<file path="config.mk">
export PLATFORM = sky130hd
export DESIGN_NAME = timeslice_arbiter
export DESIGN_NICKNAME = d
export VERILOG_FILES = /design/src/rtl/timeslice_arbiter.sv
export SDC_FILE = /design/constraint.sdc
export NUM_CORES = 1
export LEC_CHECK = 0
export CORE_MARGIN = 3
export CORE_UTILIZATION = 40
export DETAILED_ROUTE_END_ITERATION = 10
export DONT_BUFFER_PORTS = 1
export GPL_TIMING_DRIVEN = 0
export PLACE_DENSITY = 0.64
export RECOVER_POWER = 100
export SETUP_SLACK_MARGIN = 0.2
export SKIP_LAST_GASP = 1
export SYNTH_ARGS = -nofsm -noshare
export SYNTH_HDL_FRONTEND = slang
export SYNTH_SLANG_ARGS = --single-unit
</file>
<file path="constraint.sdc">
create_clock -name clk -period 6.6 [get_ports clk]
set_input_delay 1.32 -clock clk [delete_from_list [all_inputs] [get_ports clk]]
set_output_delay 1.32 -clock clk [all_outputs]
set_load 0.01 [all_outputs]
</file>
<file path="src/rtl/timeslice_arbiter.sv">
// Round-robin time-slice arbiter: each winner owns the shared counter datapath for
// at most quantum+1 cycles, followed by a mandatory one-cycle turnaround gap.
module timeslice_arbiter #(
    parameter int unsigned N  = 4,
    parameter int unsigned QW = 4,
    parameter int unsigned IW = $clog2(N)
) (
    input  logic          clk,
    input  logic          reset,
    input  logic [N-1:0]  req,
    input  logic [QW-1:0] quantum,
    output logic [N-1:0]  grant,
    output logic [IW-1:0] grant_id,
    output logic          busy,
    output logic [QW-1:0] slice_cnt,
    output logic          expire
);

    typedef enum logic [1:0] {
        S_IDLE  = 2'd0,
        S_GRANT = 2'd1,
        S_GAP   = 2'd2
    } state_t;

    state_t        r_state;
    logic [IW-1:0] r_ptr;
    logic [QW-1:0] r_q_lat;
    logic [N-1:0]  r_grant;
    logic [IW-1:0] r_grant_id;
    logic          r_busy;
    logic [QW-1:0] r_slice_cnt;
    logic          r_expire;

    logic          w_any;
    logic [IW-1:0] w_winner;
    logic [IW-1:0] w_scan;
    logic [IW-1:0] w_next_ptr;
    logic          w_owner_req;

    // First requester at or above r_ptr, wrapping modulo N.
    always_comb begin
        w_any    = 1'b0;
        w_winner = r_ptr;
        w_scan   = r_ptr;
        for (int i = 0; i < int'(N); i++) begin
            if (!w_any && req[w_scan]) begin
                w_any    = 1'b1;
                w_winner = w_scan;
            end
            w_scan = (w_scan == IW'(N - 1)) ? '0 : w_scan + IW'(1);
        end
    end

    assign w_next_ptr  = (r_grant_id == IW'(N - 1)) ? '0 : r_grant_id + IW'(1);
    assign w_owner_req = req[r_grant_id];

    always_ff @(posedge clk) begin
        if (reset) begin
            r_state     <= S_IDLE;
            r_ptr       <= '0;
            r_q_lat     <= '0;
            r_grant     <= '0;
            r_grant_id  <= '0;
            r_busy      <= 1'b0;
            r_slice_cnt <= '0;
            r_expire    <= 1'b0;
        end else begin
            r_expire <= 1'b0;
            case (r_state)
                S_IDLE, S_GAP: begin
                    if (w_any) begin
                        r_grant     <= {{(N-1){1'b0}}, 1'b1} << w_winner;
                        r_grant_id  <= w_winner;
                        r_q_lat     <= quantum;
                        r_slice_cnt <= '0;
                        r_busy      <= 1'b1;
                        r_state     <= S_GRANT;
                    end else begin
                        r_grant <= '0;
                        r_busy  <= 1'b0;
                        r_state <= S_IDLE;
                    end
                end
                S_GRANT: begin
                    // A request drop wins over a coincident expiry, so no expire pulse then.
                    if (!w_owner_req || (r_slice_cnt == r_q_lat)) begin
                        r_grant     <= '0;
                        r_busy      <= 1'b0;
                        r_expire    <= w_owner_req;
                        r_ptr       <= w_next_ptr;
                        r_slice_cnt <= '0;
                        r_state     <= S_GAP;
                    end else begin
                        r_slice_cnt <= r_slice_cnt + QW'(1);
                    end
                end
                default: begin
                    r_grant <= '0;
                    r_busy  <= 1'b0;
                    r_state <= S_IDLE;
                end
            endcase
        end
    end

    assign grant     = r_grant;
    assign grant_id  = r_grant_id;
    assign busy      = r_busy;
    assign slice_cnt = r_slice_cnt;
    assign expire    = r_expire;

endmodule

</file>
Word level (Yosys, flattened, before mapping)
Cells that the tools add are included.
Word-level totals
  bits in registers: 20
  bits in latches: 0
  memory bits (writable): 0
  memory bits (read-only): 0
  input port bits: 10
  word-level logic and storage cells: 78
  memories: 0
Cells by class
  add/sub/neg operators: 5
  multipliers: 0
  divide/modulo/power cells: 0
  $lt $le $gt $ge: 5
  equality and inequality tests: 9
  shift-type cells: 1
  multiplexer cells: 33
  bitwise logic cells: 2
  reductions and logical operators: 15
Operator list (count)
  $mux W2: 8
  $mux W4: 4
  $pmux W4 S2: 2
  $lt A2 B3 Y1 const B: 5
  $mux W1: 12
  $bmux W1 S2: 5
  $eq A2 B2 Y1 const B: 5
  $add A2 B1 Y2 const B: 4
  $reduce_and A2 Y1: 3
  $add A4 B1 Y4 const B: 1
  $eq A4 B4 Y1: 1
  $logic_not A1 Y1: 4
  $ne A2 B2 Y1 const B: 2
  $pmux W2 S2: 1
  $shl A1 B2 Y4 const A: 1
  $logic_and A1 B1 Y1: 3
  $reduce_or A3 Y1: 1
  $eq A2 B1 Y1 const B: 1
  $logic_not A2 Y1: 1
  $not A1 Y1: 2
  $pmux W1 S2: 1
  $reduce_bool A2 Y1: 1
  $reduce_or A2 Y1: 1
  $logic_or A1 B1 Y1: 1

Depth between registers and ports, before layout
  depth after elaboration: 15
  gate-level depth with buffers: 9

Least setup slack after synthesis
No wires, ideal clock.
  kind: input to register
  start point: input req[0]
  end point: register r_grant[3], in the netlist grant[3]
  data arrival time: 2789 ps
  required time: 6504 ps
  slack: 3715 ps
  stages: 7
  buffers on the path: 1
  path through: buf_2 > mux2_2 > mux2i_4 > nand2_1 > o21a_1 > a211o_1 > o41ai_2
Between the ends
  word-level cells in the longest chain between the ends: 15
  elaborated cells between the ends (all ways): 29
Ends and longest elaborated chain
  from (decl): line 10  | input logic [N-1:0] req,
  $bmux W1 S2: line 46  | if (!w_any && req[w_scan]) begin
  $mux W1 (not written as such): line 46
  $mux W1: line 46
  $logic_not A1 Y1: line 46
  $logic_and A1 B1 Y1: line 46
  $mux W1: line 46
  $logic_not A1 Y1: line 46
  $logic_and A1 B1 Y1: line 46
  $mux W1: line 46
  $logic_not A1 Y1: line 46
  $logic_and A1 B1 Y1: line 46
  $mux W2: line 46
  $shl A1 B2 Y4: line 72  | r_grant <= {{(N-1){1'b0}}, 1'b1} << w_winner;
  $mux W4: line 71  | if (w_any) begin
  $pmux W4 S2: line 69  | case (r_state)
  to (signal assigned): line 72
  to (decl): line 28  | logic [N-1:0] r_grant;
Parallel ways exist; a longest one is shown, timed or not. The select of a mux whose other input is x is not followed.
A chain may end at the register's enable or synchronous reset.

Final worst setup path
Same ends and word-level chain as after synthesis.

==> metrics <==
status=completed; async set or reset register ratio after synthesis=0; slowest CP cell=mux2i_1; mean post-synth cell area=8.30 um^2; Yosys cell types=45; NumNets Final=169; Synth Cell Area=1250 um^2; dpl hpwl=2160 um; Initial Utilization=0.436; Primary FF master, synth=dfxtp_1; DP Cell Count=193; CTS clk-pin slew, worst paths=0.10 ns; relative slew slack=0.634; layout cells sized above 1=0.0968; CTS H-tree lvls=1; Non-Filler Instances=197; pwr dens=427 nW/um^2; Die H=62.0 um; drt initial violations=70; Tmin final=3.04 ns; routed wire length per instance=14.2 um; CTS Sinks=20; # setup viols final=0; skew final=0.00533 ns; CP Buf/Inv Count=1; largest net degree at the start of global routing=12; ant diodes=0; Setup TNS Final=0 ns; CTS max path bufs=2; Max VDD drop=0.215 mV; total CTS buffers=3; share of the synthesized area in the top cell type=0.319; Post-synth EDFFs=0; Post-synth top cells=nand2_1 (21), dfxtp_1 (20), nor2_1 (19); Yosys reg bits=20; clk root buf=clkbuf_4; Hold Violations, Final=0; DIE AREA=3840 um^2; count leader, synth=nand2_1; final WL=2800 um; worst-path cell chain=clkbuf_1, mux2_2, mux2i_1, nand2_1, o21a_1, a211o_1, o41ai_2; cells on worst reg2reg path=7; Post-Synthesis Cells=151; Area contributors post-synth=dfxtp_1 (32%), nand2_1 (6.3%), nor2_1 (5.7%), xor2_1 (4.9%), a21oi_1 (3.6%); Vias=1124; cell family with most CP delay=compound AO/OA/AOI/OAI gates; Max Cap Viol=0; num rows=19; number of global-route vias before repair=1047; Tcrit/Tclk final=0.460; largest fanout on the critical path=10; Worst Tran Pin Value=0.533 ns; Max Slew Vio Count=0; Worst EP arrival=3.25 ns; RSZ-0062 raised after global routing=false; chip width=62.0 um; later-pin clock latency in the skew report=0.30 ns; max frequency=0.329 GHz; DRC=0; Setup CP Type=input pin to flip-flop; CP max stage delay=0.42 ns; routability cong.=0.838; I/O Buffers=0; antenna violations before repair=0; gr ovfl total=0; P_leak=0.537 nW; Yosys Warn Count=0; top cell type by total area after synthesis=dfxtp_1; CTS tree=built; Hold Path Class=flip-flop to flip-flop; IO Count=22; Pre-antenna DRT Iters=4; first-pass GRT wire length=4760 um; Post-CTS Resized=0; sequential share of the synthesized area=0.319; Crit. End Element=flip-flop; CORE AREA=2880 um^2; postcts setup bufs=0; worst path required time=6.81 ns; Syn Nets=164; All-Layer GR Usage=0.165; hold depth=2; Pwr Total=0.566 mW; CTS hold repair buffers=0; vias per cell=5.71; Post-DRT Antenna Nets=0; Setup crit start kind=input pin; area grow syn2layout=5.89%; critical path depth in cells=7
[path summary, 6_finish.rpt]
path	end	startpoint	slack, ns
max	grant[3]	req[0]	3.56
min	r_q_lat[3]	r_q_lat[3]	0.47
max reg2reg	grant[3]	r_ptr[1]	3.96
min reg2reg	r_q_lat[3]	r_q_lat[3]	0.47
[worst min-delay path: stages (launching register included)]
cell and delay [ns]:
dfxtp_1 0.33, nand2_1 0.05, a21oi_1 0.05
[power breakdown]
group          internal [mW]  switching [mW]  total [mW]
sequential             0.152          0.0344       0.187
combinational          0.126           0.184       0.310
clock                 0.0337          0.0359      0.0695
[sequential cells by signal, summed over array words and instances, names as in the netlist]
register	flops
expire	1
busy	1
r_ptr	2
slice_cnt	4
r_state	2
grant	4
grant_id	2
r_q_lat	4
[cell families (layout without fill, tap and decap cells)]
kind of cell / Yosys count / after routing / share of synthesized area
compound gates: 42 / 42 / 0.256
xor+xnor: 7 / 7 / 0.0489
fa+ha+maj: 3 / 3 / 0.0299
buf+inv: 16 / 20 / 0.0559
flops: 20 / 20 / 0.319
mux: 7 / 7 / 0.0878
simple gates: 56 / 56 / 0.202
[cell usage in the layout, fill, tap and decap left out, types with 2 or more instances in the layout]
cell	Yosys	final
nand2_1	21	21
dfxtp_1	20	20
nor2_1	19	19
a21oi_1	9	9
xor2_1	7	7
clkbuf_1	4	6
inv_1	6	6
nand2b_1	4	4
a31oi_1	4	4
buf_2	5	3
o311a_1	3	3
mux2i_1	2	3
o32ai_1	3	3
a211oi_1	3	3
ha_1	3	3
clkbuf_4	0	3
or2_2	2	2
nand3b_1	2	2
o21a_1	2	2
mux2_2	2	2
mux4_2	2	2
o21ai_0	1	2
nand4_1	2	2
o41ai_1	2	2
a32o_1	2	2
[per-layer routing]
metal  vias to the layer above  share of wire  global-route usage
met5                         -              0                   0
met4                         0          0.011              0.0394
met3                         4          0.078              0.0475
met2                        37           0.43               0.241
met1                       517           0.48               0.239
li1                        566              -                   -
[through the flow]
step	util	hold slack (ns)	cell area (um^2)	setup WS, ns
2_1_floorplan	-	0.448	1250	3.72
3_3_place_gp	0.454	0.459	1310	3.59
3_5_place_dp	0.454	0.462	1310	3.55
4_1_cts	0.467	0.478	1340	3.87
5_1_grt	0.462	0.513	1330	3.36
6_report	0.462	0.475	1330	3.56
[layout make-up]
class | instances | area, um^2
Fill cell | 280 | 1550
Multi-Input combinational cell | 115 | 771
Sequential cell | 20 | 400
Tap cell | 42 | 52.6
Buffer | 10 | 45.0
Clock buffer | 4 | 36.3
Inverter | 6 | 22.5
Power figures use the tool's default switching activity.
